--- src/rtl/regfile_wb_arbiter_pkg.sv ---
// Shared types for the register-file writeback arbiter.
// Latency: none (types and constants only).
// Backpressure: none.
package regfile_wb_arbiter_pkg;

  localparam int XLEN = 32;
  localparam int RA_W = 5;
  localparam int NREG = 32;

  typedef logic [RA_W-1:0] ra_t;

  // One buffered MDU result: destination register plus data.
  typedef struct packed {
    ra_t             rd;
    logic [XLEN-1:0] wd;
  } fifo_ent_t;

endpackage

--- src/rtl/regfile_wb_arbiter_if.sv ---
// Bundle of WB, MDU, decode and RegMem signals around the writeback arbiter.
// Latency: none (wiring only).
// Backpressure: mdu_ready to the MDU, stall to decode.
interface regfile_wb_arbiter_if;
  import regfile_wb_arbiter_pkg::*;

  logic            wb_we;
  ra_t             wb_rd;
  logic [XLEN-1:0] wb_wd;
  logic            iss_mdu;
  ra_t             iss_rd;
  logic            mdu_valid;
  ra_t             mdu_rd;
  logic [XLEN-1:0] mdu_wd;
  logic            mdu_ready;
  ra_t             dec_rs1;
  ra_t             dec_rs2;
  ra_t             dec_rd;
  logic            stall;
  logic            rf_we;
  ra_t             rf_a3;
  logic [XLEN-1:0] rf_wd;

  // Arbiter side.
  modport slave (
    input  wb_we, wb_rd, wb_wd, iss_mdu, iss_rd,
    input  mdu_valid, mdu_rd, mdu_wd, dec_rs1, dec_rs2, dec_rd,
    output mdu_ready, stall, rf_we, rf_a3, rf_wd
  );

  // Pipeline / MDU / RegMem side.
  modport master (
    output wb_we, wb_rd, wb_wd, iss_mdu, iss_rd,
    output mdu_valid, mdu_rd, mdu_wd, dec_rs1, dec_rs2, dec_rd,
    input  mdu_ready, stall, rf_we, rf_a3, rf_wd
  );

endinterface

--- src/rtl/regfile_wb_arbiter_wb_result_fifo.sv ---
// Small circular FIFO holding MDU results until the RegMem port is free.
// Latency: head visible the cycle after the push edge.
// Backpressure: push ignored while full; pop ignored while empty.
module wb_result_fifo
  import regfile_wb_arbiter_pkg::*;
#(
  parameter int DEPTH = 4
) (
  input  logic      clk,
  input  logic      rst,
  input  logic      push,
  input  fifo_ent_t push_ent,
  input  logic      pop,
  output logic      full,
  output logic      empty,
  output fifo_ent_t head
);

  localparam int AW = $clog2(DEPTH);
  localparam int CW = AW + 1;

  fifo_ent_t       mem [DEPTH];
  logic [AW-1:0]   wr_ptr;
  logic [AW-1:0]   rd_ptr;
  logic [CW-1:0]   count;
  logic            do_push;
  logic            do_pop;

  assign full    = (count == CW'(DEPTH));
  assign empty   = (count == '0);
  assign do_push = push && !full;
  assign do_pop  = pop && !empty;
  assign head    = mem[rd_ptr];

  // Storage write; contents need no reset because count gates visibility.
  always_ff @(posedge clk) begin
    if (do_push) mem[wr_ptr] <= push_ent;
  end

  // Pointer and occupancy bookkeeping; power-of-two depth wraps naturally.
  always_ff @(posedge clk or posedge rst) begin
    if (rst) begin
      wr_ptr <= '0;
      rd_ptr <= '0;
      count  <= '0;
    end else begin
      if (do_push) wr_ptr <= wr_ptr + 1'b1;
      if (do_pop)  rd_ptr <= rd_ptr + 1'b1;
      case ({do_push, do_pop})
        2'b10:   count <= count + 1'b1;
        2'b01:   count <= count - 1'b1;
        default: count <= count;
      endcase
    end
  end

endmodule

--- src/rtl/regfile_wb_arbiter.sv ---
// Shares the RegMem write port between pipeline WB (priority) and buffered MDU results; tracks pending MDU destinations. Optional macro: RF_BYPASS_EN.
// Latency: MDU result reaches RegMem >=1 cycle after arrival (0 cycles via bypass when enabled and the port is idle).
// Backpressure: mdu_ready = !full from registered state; stall to decode on pending rs1/rs2/rd.
module regfile_wb_arbiter
  import regfile_wb_arbiter_pkg::*;
#(
  parameter int DEPTH = 4
) (
  input logic                  clk,
  input logic                  rst,
  regfile_wb_arbiter_if.slave  bus
);

  logic            port_busy;
  logic            bypass;
  logic            fifo_push;
  logic            fifo_pop;
  logic            fifo_full;
  logic            fifo_empty;
  fifo_ent_t       push_ent;
  fifo_ent_t       head;
  logic [NREG-1:0] pend;
  logic [NREG-1:0] pend_set;
  logic [NREG-1:0] pend_clr;

  // A writeback to x0 does not occupy the port.
  assign port_busy = bus.wb_we && (bus.wb_rd != '0);

`ifdef RF_BYPASS_EN
  assign bypass = !port_busy && fifo_empty && bus.mdu_valid;
`else
  assign bypass = 1'b0;
`endif

  assign fifo_push     = bus.mdu_valid && !fifo_full && !bypass;
  assign fifo_pop      = !port_busy && !fifo_empty;
  assign bus.mdu_ready = !fifo_full;
  assign push_ent      = '{rd: bus.mdu_rd, wd: bus.mdu_wd};

  wb_result_fifo #(.DEPTH(DEPTH)) u_fifo (
    .clk      (clk),
    .rst      (rst),
    .push     (fifo_push),
    .push_ent (push_ent),
    .pop      (fifo_pop),
    .full     (fifo_full),
    .empty    (fifo_empty),
    .head     (head)
  );

  // Port mux: pipeline first, then FIFO head, then (optionally) the live MDU result.
  always_comb begin
    bus.rf_we = 1'b0;
    bus.rf_a3 = '0;
    bus.rf_wd = '0;
    if (port_busy) begin
      bus.rf_we = 1'b1;
      bus.rf_a3 = bus.wb_rd;
      bus.rf_wd = bus.wb_wd;
    end else if (!fifo_empty) begin
      bus.rf_we = (head.rd != '0);
      bus.rf_a3 = head.rd;
      bus.rf_wd = head.wd;
    end else if (bypass) begin
      bus.rf_we = (bus.mdu_rd != '0);
      bus.rf_a3 = bus.mdu_rd;
      bus.rf_wd = bus.mdu_wd;
    end
  end

  // Scoreboard set/clear masks for this cycle.
  always_comb begin
    pend_set = '0;
    pend_clr = '0;
    if (bus.iss_mdu) pend_set[bus.iss_rd] = 1'b1;
    if (fifo_pop)    pend_clr[head.rd]    = 1'b1;
    if (bypass)      pend_clr[bus.mdu_rd] = 1'b1;
  end

  // Pending-destination scoreboard: set wins over clear, x0 never pending.
  always_ff @(posedge clk or posedge rst) begin
    if (rst) pend <= '0;
    else     pend <= ((pend & ~pend_clr) | pend_set) & {{(NREG-1){1'b1}}, 1'b0};
  end

  // RAW on rs1/rs2 and WAW on rd against in-flight MDU results.
  assign bus.stall = pend[bus.dec_rs1] | pend[bus.dec_rs2] | pend[bus.dec_rd];

endmodule

--- src/flat_wrapper.sv ---
// flat-port wrapper written by rule: the top's interface ports become plain ports
module regfile_wb_arbiter_flat import regfile_wb_arbiter_pkg::*;
#(
  parameter int DEPTH = 4
)
  (clk, rst, bus_wb_we, bus_wb_rd, bus_wb_wd, bus_iss_mdu, bus_iss_rd, bus_mdu_valid, bus_mdu_rd, bus_mdu_wd, bus_dec_rs1, bus_dec_rs2, bus_dec_rd, bus_mdu_ready, bus_stall, bus_rf_we, bus_rf_a3, bus_rf_wd);
  regfile_wb_arbiter_if bus_i ();
  input logic clk;
  input logic rst;
  input wire logic [$bits(bus_i.wb_we)-1:0] bus_wb_we;
  input wire logic [$bits(bus_i.wb_rd)-1:0] bus_wb_rd;
  input wire logic [$bits(bus_i.wb_wd)-1:0] bus_wb_wd;
  input wire logic [$bits(bus_i.iss_mdu)-1:0] bus_iss_mdu;
  input wire logic [$bits(bus_i.iss_rd)-1:0] bus_iss_rd;
  input wire logic [$bits(bus_i.mdu_valid)-1:0] bus_mdu_valid;
  input wire logic [$bits(bus_i.mdu_rd)-1:0] bus_mdu_rd;
  input wire logic [$bits(bus_i.mdu_wd)-1:0] bus_mdu_wd;
  input wire logic [$bits(bus_i.dec_rs1)-1:0] bus_dec_rs1;
  input wire logic [$bits(bus_i.dec_rs2)-1:0] bus_dec_rs2;
  input wire logic [$bits(bus_i.dec_rd)-1:0] bus_dec_rd;
  output wire logic [$bits(bus_i.mdu_ready)-1:0] bus_mdu_ready;
  output wire logic [$bits(bus_i.stall)-1:0] bus_stall;
  output wire logic [$bits(bus_i.rf_we)-1:0] bus_rf_we;
  output wire logic [$bits(bus_i.rf_a3)-1:0] bus_rf_a3;
  output wire logic [$bits(bus_i.rf_wd)-1:0] bus_rf_wd;
  assign bus_i.wb_we = bus_wb_we;
  assign bus_i.wb_rd = bus_wb_rd;
  assign bus_i.wb_wd = bus_wb_wd;
  assign bus_i.iss_mdu = bus_iss_mdu;
  assign bus_i.iss_rd = bus_iss_rd;
  assign bus_i.mdu_valid = bus_mdu_valid;
  assign bus_i.mdu_rd = bus_mdu_rd;
  assign bus_i.mdu_wd = bus_mdu_wd;
  assign bus_i.dec_rs1 = bus_dec_rs1;
  assign bus_i.dec_rs2 = bus_dec_rs2;
  assign bus_i.dec_rd = bus_dec_rd;
  assign bus_mdu_ready = bus_i.mdu_ready;
  assign bus_stall = bus_i.stall;
  assign bus_rf_we = bus_i.rf_we;
  assign bus_rf_a3 = bus_i.rf_a3;
  assign bus_rf_wd = bus_i.rf_wd;
  regfile_wb_arbiter #(.DEPTH(DEPTH)) u_core (.clk(clk), .rst(rst), .bus(bus_i));
endmodule
--- config.mk ---
export PLATFORM = sky130hd
export DESIGN_NAME = regfile_wb_arbiter_flat
export DESIGN_NICKNAME = d
export VERILOG_FILES = /design/src/rtl/regfile_wb_arbiter_pkg.sv /design/src/rtl/regfile_wb_arbiter_if.sv /design/src/rtl/regfile_wb_arbiter_wb_result_fifo.sv /design/src/rtl/regfile_wb_arbiter.sv /design/src/flat_wrapper.sv
export SDC_FILE = /design/constraint.sdc
export NUM_CORES = 1
export LEC_CHECK = 0
export ABC_AREA = 1
export CAP_MARGIN = 30
export CORE_MARGIN = 10
export CORE_UTILIZATION = 25
export DETAILED_ROUTE_END_ITERATION = 10
export PLACE_DENSITY = 0.52
export SKIP_CTS_REPAIR_TIMING = 1
export SLEW_MARGIN = 20
export SYNTH_ARGS = -nofsm -noshare
export SYNTH_HDL_FRONTEND = slang
export SYNTH_SLANG_ARGS = --single-unit
export TNS_END_PERCENT = 20
--- constraint.sdc ---
create_clock -name clk -period 5.3 [get_ports clk]
set_clock_uncertainty 0.15 [all_clocks]
set_input_delay 1.06 -clock clk [delete_from_list [all_inputs] [get_ports clk]]
set_output_delay 1.06 -clock clk [all_outputs]
set_load 0.005 [all_outputs]
=== Word-level counts from Yosys, hierarchy flattened ===
Memory sizes are Yosys's and may differ from the RTL's.
Index checks and enable logic that the tools add are counted.
W data, S select, Z words.

* RAM bits: 148
* Output and inout bits: 40
* Memories: 1
* Flip-flop bits (word level): 38

* Eq/ne operators: 3
* Bitwise logic cells: 5
* Order comparisons: 7
* Add/subtract/negate cells: 4
* Muxes and demuxes: 21
* Reduce and logical (&&, ||, !) cells: 14

{| class="wikitable"
|+ Memory list
! name !! depth !! bits a word !! read ports !! clocked after memory_dff !! write ports !! RTL line !! RTL
|-
| u_core.u_fifo.mem || 4 || 37 || 1 || 0 || 1 || regfile_wb_arbiter_wb_result_fifo.sv:22 || <nowiki>fifo_ent_t mem [DEPTH];</nowiki>
|}

{| class="wikitable"
|+ Operators by type and width
! cell !! count
|-
| $mux W32 || 4
|-
| $and A32 B32 Y32 || 1
|-
| $not A32 Y32 || 1
|-
| $or A32 B32 Y32 || 1
|-
| $lt A5 B6 Y1 const B || 5
|-
| $bmux W1 S5 || 3
|-
| $demux W1 S5 || 2
|-
| $ge A5 B1 Y1 const B || 2
|-
| $mux W5 || 2
|-
| $reduce_bool A5 Y1 || 2
|-
| $mux W1 || 9
|-
| $logic_and A1 B1 Y1 || 7
|-
| $pmux W3 S2 || 1
|-
| $add A2 B1 Y2 const B || 2
|-
| $add A3 B1 Y3 const B || 1
|-
| $eq A3 B3 Y1 const B || 1
|-
| $logic_not A1 Y1 || 3
|-
| $logic_not A3 Y1 || 1
|-
| $sub A3 B1 Y3 const B || 1
|-
| $eq A2 B1 Y1 const B || 1
|-
| $eq A2 B2 Y1 const B || 1
|-
| $or A1 B1 Y1 || 2
|-
| $reduce_bool A2 Y1 || 1
|}

=== Logic depth before layout (Yosys ltp) ===
Gate-level depths: netlist (run 1).
An unclocked memory read counts as a cell.

* Depth in word-level cells: 9
* Gate-level depth with buffers: 12
* Mapped depth without buffers: 11

=== Modules after synthesis ===
Synthesis (run 1) repeated with hierarchy kept, for this count alone.

* Cells, all modules: 946
* Area, all modules: 9190.1 µm²

{| class="wikitable"
|+ Modules (own cells, without submodules)
! module !! cells an instance !! sequential area each (µm²) !! instances !! area an instance (µm²)
|-
| wb_result_fifo || 494 || 4619.4 || 1 || 6348.6
|-
| regfile_wb_arbiter || 452 || 775.7 || 1 || 2841.5
|}

=== Least setup slack after synthesis (run 1) ===
Ideal clock, no wire load.

* Kind: input port to flip-flop
* Start: in bus_mdu_valid
* End: mem u_core.u_fifo.mem[0][0] in the netlist's numbering (enable)
* Path slack: 1916 ps
* Data required time: 4719 ps
* Cell stages on the path: 2
* Arrival time: 2803 ps
* Cell sequence: nand2_1 nor2_1

* Longest elaborated chain between the ends: 4

{| class="wikitable"
|+ RTL lines
! item !! RTL line !! RTL
|-
| start: declaration || flat_wrapper.sv:15 || <nowiki>input wire logic [$bits(bus_i.mdu_valid)-1:0] bus_mdu_valid;</nowiki>
|-
| $logic_and A1 B1 Y1 || regfile_wb_arbiter.sv:35 || <nowiki>assign fifo_push = bus.mdu_valid && !fifo_full && !bypass;</nowiki>
|-
| $logic_and A1 B1 Y1 || regfile_wb_arbiter_wb_result_fifo.sv:31 || <nowiki>assign do_push = push && !full;</nowiki>
|-
| $mux W1 || regfile_wb_arbiter_wb_result_fifo.sv:37 || <nowiki>if (do_push) mem[wr_ptr] <= push_ent;</nowiki>
|-
| $mux W1 (not written as such) || regfile_wb_arbiter_wb_result_fifo.sv:37 ||
|-
| end: declaration || regfile_wb_arbiter_wb_result_fifo.sv:22 ||
|}

No other way between the ends.

=== Worst setup path in the final report (run 1) ===
* Start: in bus_dec_rd[0]
* End: out bus_stall

* Longest elaborated chain between the ends: 3

{| class="wikitable"
|+ RTL lines
! item !! RTL line !! RTL
|-
| start: declaration || flat_wrapper.sv:20 || <nowiki>input wire logic [$bits(bus_i.dec_rd)-1:0] bus_dec_rd;</nowiki>
|-
| $bmux W1 S5 || regfile_wb_arbiter.sv:87 || <nowiki>assign bus.stall = pend[bus.dec_rs1] | pend[bus.dec_rs2] | pend[bus.dec_rd];</nowiki>
|-
| $mux W1 (not written as such) || regfile_wb_arbiter.sv:87 ||
|-
| $or A1 B1 Y1 || regfile_wb_arbiter.sv:87 ||
|-
| end: declaration || flat_wrapper.sv:22 || <nowiki>output wire logic [$bits(bus_i.stall)-1:0] bus_stall;</nowiki>
|}

No other way between the ends. The select of a mux whose other input is x is not followed.

==> results of run 1 <==
==> worst reg2reg max path, delay by kind of cell (launching register included) <==
family          cells  cell delay [ns]
flops               1             0.56
compound gates      1             0.18
buf+inv             2             0.69
simple gates        7             0.89
==> metrics by stage <==
| stage | utilization | instance area [um2] | cells | setup WS, ns |
|---|---|---|---|---|
| finish | 0.3254 | 11270 | 1477 | 0.8361 |
| global route | 0.3252 | 11260 | 1474 | 0.6765 |
| CTS | 0.3252 | 11260 | 1474 | 0.8594 |
| detailed placement | 0.3080 | 10670 | 1442 | 0.8655 |
| global placement | 0.3077 | 10660 | 1441 | 0.8918 |
| floorplan | - | 8785 | 879 | 1.916 |
==> cell type report <==
cell class | instances | area share
multi-input combinational | 585 | 0.2634
antenna | 3 | 0.0006662
clock inverter | 14 | 0.01466
inverter | 63 | 0.02143
sequential | 186 | 0.4789
tap | 455 | 0.05052
clock buffer | 18 | 0.03809
timing repair buffer | 153 | 0.1324
==> flip-flops by register name (all words and copies together), names as in the netlist <==
signal,flops
u_core.u_fifo.mem,148
u_core.pend,31
u_core.u_fifo.count,3
u_core.u_fifo.rd_ptr,2
u_core.u_fifo.wr_ptr,2
==> how the worst max path moves through the flow <==
| stage | cells after the start | end |
|---|---|---|
| 2_1_floorplan | 2 | u_core.u_fifo.mem[0][0] |
| 3_3_place_gp | 10 | bus_stall |
| 3_5_place_dp | 10 | bus_stall |
| 4_1_cts | 10 | bus_stall |
| 5_1_grt | 10 | bus_stall |
| 6_report | 10 | bus_stall |
==> where the power goes <==
part | internal [W] | switching, W
Clock | 0.000640 | 0.000614
Sequential | 0.00197 | 0.000271
Combinational | 0.000800 | 0.00134
Total | 0.00341 | 0.00222
==> cell usage in the layout (no fill, tap or decap), drive strengths merged <==
master,count
nand3b,1
ha,5
o22ai,35
buf,15
o211ai,1
nor2,87
clkdlybuf4s50,138
a21oi,4
a31oi,1
clkinv,5
and2,1
nand4,1
fa,1
edfxtp,148
xor2,3
nand3,82
clkbuf,18
xnor2,1
a32o,32
nor3,10
nand2,215
a31o,1
dfrtp,38
diode,3
inv,72
o21ai,104
==> cell usage after synthesis, types with 2 or more instances <==
cell	count	area, um2
a21oi_1	3	15.01
a32o_1	32	320.3
buf_2	10	50.05
buf_4	3	22.52
buf_6	3	33.78
clkbuf_1	29	108.9
dfrtp_1	38	950.9
edfxtp_1	148	4444
ha_1	5	62.56
inv_1	56	210.2
inv_2	5	18.77
inv_4	2	12.51
nand2_1	200	750.7
nand2_2	12	75.07
nand2_4	3	33.78
nand3_1	81	405.4
nor2_1	83	311.6
nor2_2	2	12.51
nor2_4	2	22.52
nor3_1	10	50.05
o21ai_0	69	345.3
o21ai_1	35	175.2
o22ai_1	35	219.0
xor2_1	3	26.28
==> cells by family (layout without fill, tap and decap cells) <==
family | after synthesis | after routing | synth area share
xor gates and xnor gates | 4 | 4 | 0.003989
other | 0 | 3 | 0
DFF | 186 | 186 | 0.6142
AOI/OAI and AO/OA | 178 | 178 | 0.1259
buffers and inverters | 108 | 248 | 0.05199
adders and majority gates | 6 | 6 | 0.009400
and+or+nand+nor | 397 | 397 | 0.1946
==> per-layer routing <==
metal	wire, um	vias up	part of all wire
met5	27	-	0.0010
met4	223	4	0.0086
met3	2149	23	0.083
met2	12130	211	0.47
met1	11260	3261	0.44
li1	-	3355	-
==> run summary, run 1 <==
synthesized area -> 0.008785 mm2
EDFF count, synth -> 148
Die X -> 207.5 um
Critical Path RT -> 4.09 ns
Vias/cell -> 4.640
vias in the first global route -> 6,622
clk buf depth -> 2
worst hold endpoint -> u_core.u_fifo.count[0]
area occupied by multi-input gates -> 0.002968 mm2
CTS Sinks -> 186
sequential cell area fraction in the yosys report -> 0.6142
boundary pin count -> 139
met1 Track Usage GR -> 0.1479
via count -> 6,854
Routed WL -> 25,790 um
Syn Nets -> 984
Root Buffer -> clkbuf_16
Die Y -> 207.5 um
outcome -> completed
Net count, final -> 1,111
max-slew violation count -> 0
Synth warnings -> 0
Rows -> 68
# H-tree levels -> 4
Clk pin slew, worst setup/hold paths -> 0.07 ns
synthesized instance count -> 879
GRT met2 Usage -> 0.1857
die area -> 0.04304 mm2
Worst Setup End Kind -> primary output
Initial Utilization -> 0.2537
Worst Setup SP -> bus_dec_rd[0]
worst flop-to-flop path endpoint -> u_core.pend[26]
Critical R2R Launch -> u_core.u_fifo.rd_ptr[0]
global-route wire length before repair -> 39,670 um
Slew Limit Headroom -> 0.3772
peak supply drop -> 0.2149 mV
DRC -> 0
Pleak -> 4.193 nW
filler instances -> 3,478
share of post-route cells with drive strength above 1 -> 0.08145
family with the most delay on the worst path -> buffers and inverters
Reg2Reg Depth -> 10
CP Max Fanout -> 13
CTS buffer count -> 17
synthesized flop and latch total -> 186
Initial DRC Count -> 518
Hold Startpoint -> u_core.u_fifo.count[0]
WP data arrival -> 3.25 ns
DP Wirelength -> 17,600 um
PD cells -> 499.6 mW/mm2
pin count of the biggest net entering global routing -> 72
Synth-to-Final Area Change -> 28.27%
Avg Inst Size Synth -> 9.994 um2
WS Path Type -> primary input to primary output
wire per inst -> 17.46 um
final setup TNS -> 0 ns
R2R Setup Slk -> 2.74 ns
# setup viols final -> 0
Final period util -> 0.8423
GP Congestion -> 0.9387
asr flop ratio synth -> 0.2043
number of port buffers -> 138
Buf+Inv Stages, Crit Path -> 3
core region area -> 0.03463 mm2
M3 GR Usage -> 0.04091
initial antenna violation count -> 4
WHS Path Cells -> 1
crit-path cells -> clkdlybuf4s50_1, inv_1, nand2_1, nand3_1, nand3_1, nand3_1, nand3_1, nand2_1, nand3_1, clkdlybuf4s50_1
Remaining Overflow, GRT -> 0
Min Hold Slack -> 0.3300 ns
worst min-delay path class -> flop to flop
distinct cell type count after synthesis -> 34
CP Launch Type -> primary input
top_reg_cell synth -> edfxtp_1
CP max stage cell -> clkdlybuf4s50_1
CTS tree -> yes
worst-skew pair later-pin latency -> 0.42 ns
Pwr Total -> 0.005629 W
fmax -> 224.0 MHz
Register Area -> 0.005396 mm2
final hold vios -> 0
GRT busiest layer -> met2
first-pass iteration count of the detailed router -> 5
Least-Margin Pin Slew -> 0.9319 ns
CP max stage delay -> 0.75 ns
Max-Cap Viols -> 0
most frequent cell on the critical path -> nand3_1
Final min period -> 4.464 ns
Routed Antenna Nets -> 0
Overall Global Routing Usage -> 0.1161
RSZ-0062 raised after global routing -> false
Note: power is estimated with default switching activity, not from simulation.
==> inputs of run 2 (changes only) <==
Clock period 5.3 ns to 4.4 ns, I/O delays scaled along.
==> run 2 against run 1 <==
  * Utilization increased by 0.094 points
  * Die area unchanged
  * Wire length decreased by 4.3%
  * Power increased by 19%
==> run summary, run 2 (synthesis gave the netlist of run 1 again) <==
Remaining Overflow, GRT -> 0
CP Max Fanout -> 35
share of post-route cells with drive strength above 1 -> 0.08772
WHS Path Cells -> 1
Top reg by flops -> u_core.u_fifo.mem
most frequent cells in the layout -> nand2_1 (200), edfxtp_1 (148), clkdlybuf4s50_1 (138), nand3_1 (81), nor2_1 (79)
crit-path cells -> clkdlybuf4s50_1, nor2_2, nand4_4, nand2_2, nand2_4, inv_4, a32o_1, clkdlybuf4s50_1
combinational fraction of design power -> 0.382
die area -> 0.04304 mm2
WP data arrival -> 2.89 ns
WS Path Type -> primary input to primary output
Slew Limit Headroom -> 0.5333
PD cells -> 593.1 mW/mm2
via count -> 6,784
CP max stage delay -> 0.52 ns
Max Used Layer -> met5
DRC -> 0
peak supply drop -> 0.3287 mV
Routed Antenna Nets -> 0
Die X -> 207.5 um
Sw Share -> 0.3868
Max-Cap Viols -> 0
most frequent cell on the critical path -> clkdlybuf4s50_1
CTS buffer count -> 17
Synth-to-Final Area Change -> 28.64%
pin count of the biggest net entering global routing -> 43
Hold Startpoint -> u_core.u_fifo.count[0]
Initial Utilization -> 0.2537
Critical R2R Launch -> u_core.u_fifo.count[0]
Vias/cell -> 4.575
met2 WL post-DR -> 11,590 um
Worst Setup End Kind -> primary output
CP Launch Type -> primary input
switching power of the nets -> 0.002592 W
Placement Cell Area -> 0.01071 mm2
Net count, final -> 1,118
# setup viols final -> 0
met1 WL -> 11,110 um
top flop regs -> u_core.u_fifo.mem x148, u_core.pend x31, u_core.u_fifo.count x3
power share of the sequential group -> 0.396
vias in the first global route -> 6,692
first-pass iteration count of the detailed router -> 5
Die Y -> 207.5 um
outcome -> completed
filler instances -> 3,528
CTS Sinks -> 186
Routed WL -> 24,690 um
max reg flops -> 148
CP max stage cell -> clkdlybuf4s50_1
fmax -> 255.4 MHz
final setup TNS -> 0 ns
worst hold endpoint -> u_core.u_fifo.count[0]
Overall Global Routing Usage -> 0.1120
wire per inst -> 16.65 um
RSZ-0062 raised after global routing -> false
DP Wirelength -> 17,610 um
Clk pwr share -> 0.222
final instance area -> 0.01130 mm2
worst min-delay path class -> flop to flop
Critical Path RT -> 3.37 ns
worst-skew pair later-pin latency -> 0.43 ns
Met3 Wirelength -> 1785 um
Pleak -> 4.214 nW
Least-Margin Pin Slew -> 0.6975 ns
Int Power -> 0.004110 W
clk buf depth -> 2
core region area -> 0.03463 mm2
# H-tree levels -> 4
Reg2Reg Depth -> 9
Final period util -> 0.8898
Root Buffer -> clkbuf_16
global-route wire length before repair -> 38,480 um
initial antenna violation count -> 6
number of port buffers -> 138
R2R Setup Slk -> 1.99 ns
max-slew violation count -> 0
final hold vios -> 0
Clk pin slew, worst setup/hold paths -> 0.07 ns
worst flop-to-flop path endpoint -> u_core.u_fifo.count[2]
GP Congestion -> 0.8331
Initial DRC Count -> 408
boundary pin count -> 139
Final min period -> 3.915 ns
CTS tree -> yes
Rows -> 68
most common cell after layout, fill and taps aside -> nand2_1
## run 2: worst max-delay path by stage
stage	startpoint	endpoint	slack, ns	depth (start not counted)
floorplan	bus_mdu_valid	u_core.u_fifo.mem[0][0]	1.20	2
global placement	bus_wb_rd[3]	bus_rf_wd[9]	0.51	8
detailed placement	bus_wb_rd[3]	bus_rf_wd[4]	0.47	8
CTS	bus_wb_rd[3]	bus_rf_wd[4]	0.46	8
global route	bus_dec_rs1[0]	bus_stall	0.33	11
finish	bus_wb_rd[3]	bus_rf_wd[4]	0.48	8
## run 2: power groups by stage
stage	sequential, W	combinational [W]	clock, W
final	0.00265	0.00256	0.00149
after global routing	0.00270	0.00289	0.00159
after CTS	0.00265	0.00262	0.00152
after detailed placement	0.00269	0.00261	0
after global placement	0.00268	0.00260	0
after floorplan	0.00257	0.00165	0
## run 2: metrics by stage
step | worst slack, ns | hold slack [ns] | cells | utilization | total power (W)
final | 0.4849 | 0.3338 | 1483 | 0.3263 | 0.006702
after CTS | 0.4647 | 0.3326 | 1480 | 0.3261 | 0.006787
after detailed placement | 0.4728 | 0.3181 | 1448 | 0.3092 | 0.005296
after global routing | 0.3288 | 0.3579 | 1481 | 0.3262 | 0.007189
after global placement | 0.5115 | 0.3120 | 1447 | 0.3090 | 0.005283
after floorplan | 1.196 | 0.2965 | 879 | - | 0.004214
## run 2: routing by layer
| layer | track usage | up-vias |
|---|---|---|
| li1 | - | 3356 |
| met1 | 0.1388 | 3222 |
| met2 | 0.1851 | 177 |
| met3 | 0.03926 | 21 |
| met4 | 0.02007 | 8 |
| met5 | 0 | - |
## run 2: cell type report
class | count | area [um2] | area share
repair buffers | 160 | 1541 | 0.1364
multi-input cells | 585 | 2963 | 0.2622
flip-flops and latches | 186 | 5396 | 0.4775
inverters | 63 | 241.5 | 0.02137
clock inverters | 15 | 158.9 | 0.01406
diodes | 2 | 5.005 | 0.0004429
clock buffers | 17 | 425.4 | 0.03764
well taps | 455 | 569.3 | 0.05038
## run 2: worst max-delay path, delay by kind of cell
| family | cells | cell delay [ns] |
|---|---|---|
| buf+inv | 3 | 1.27 |
| simple gates | 4 | 0.51 |
| compound gates | 1 | 0.19 |
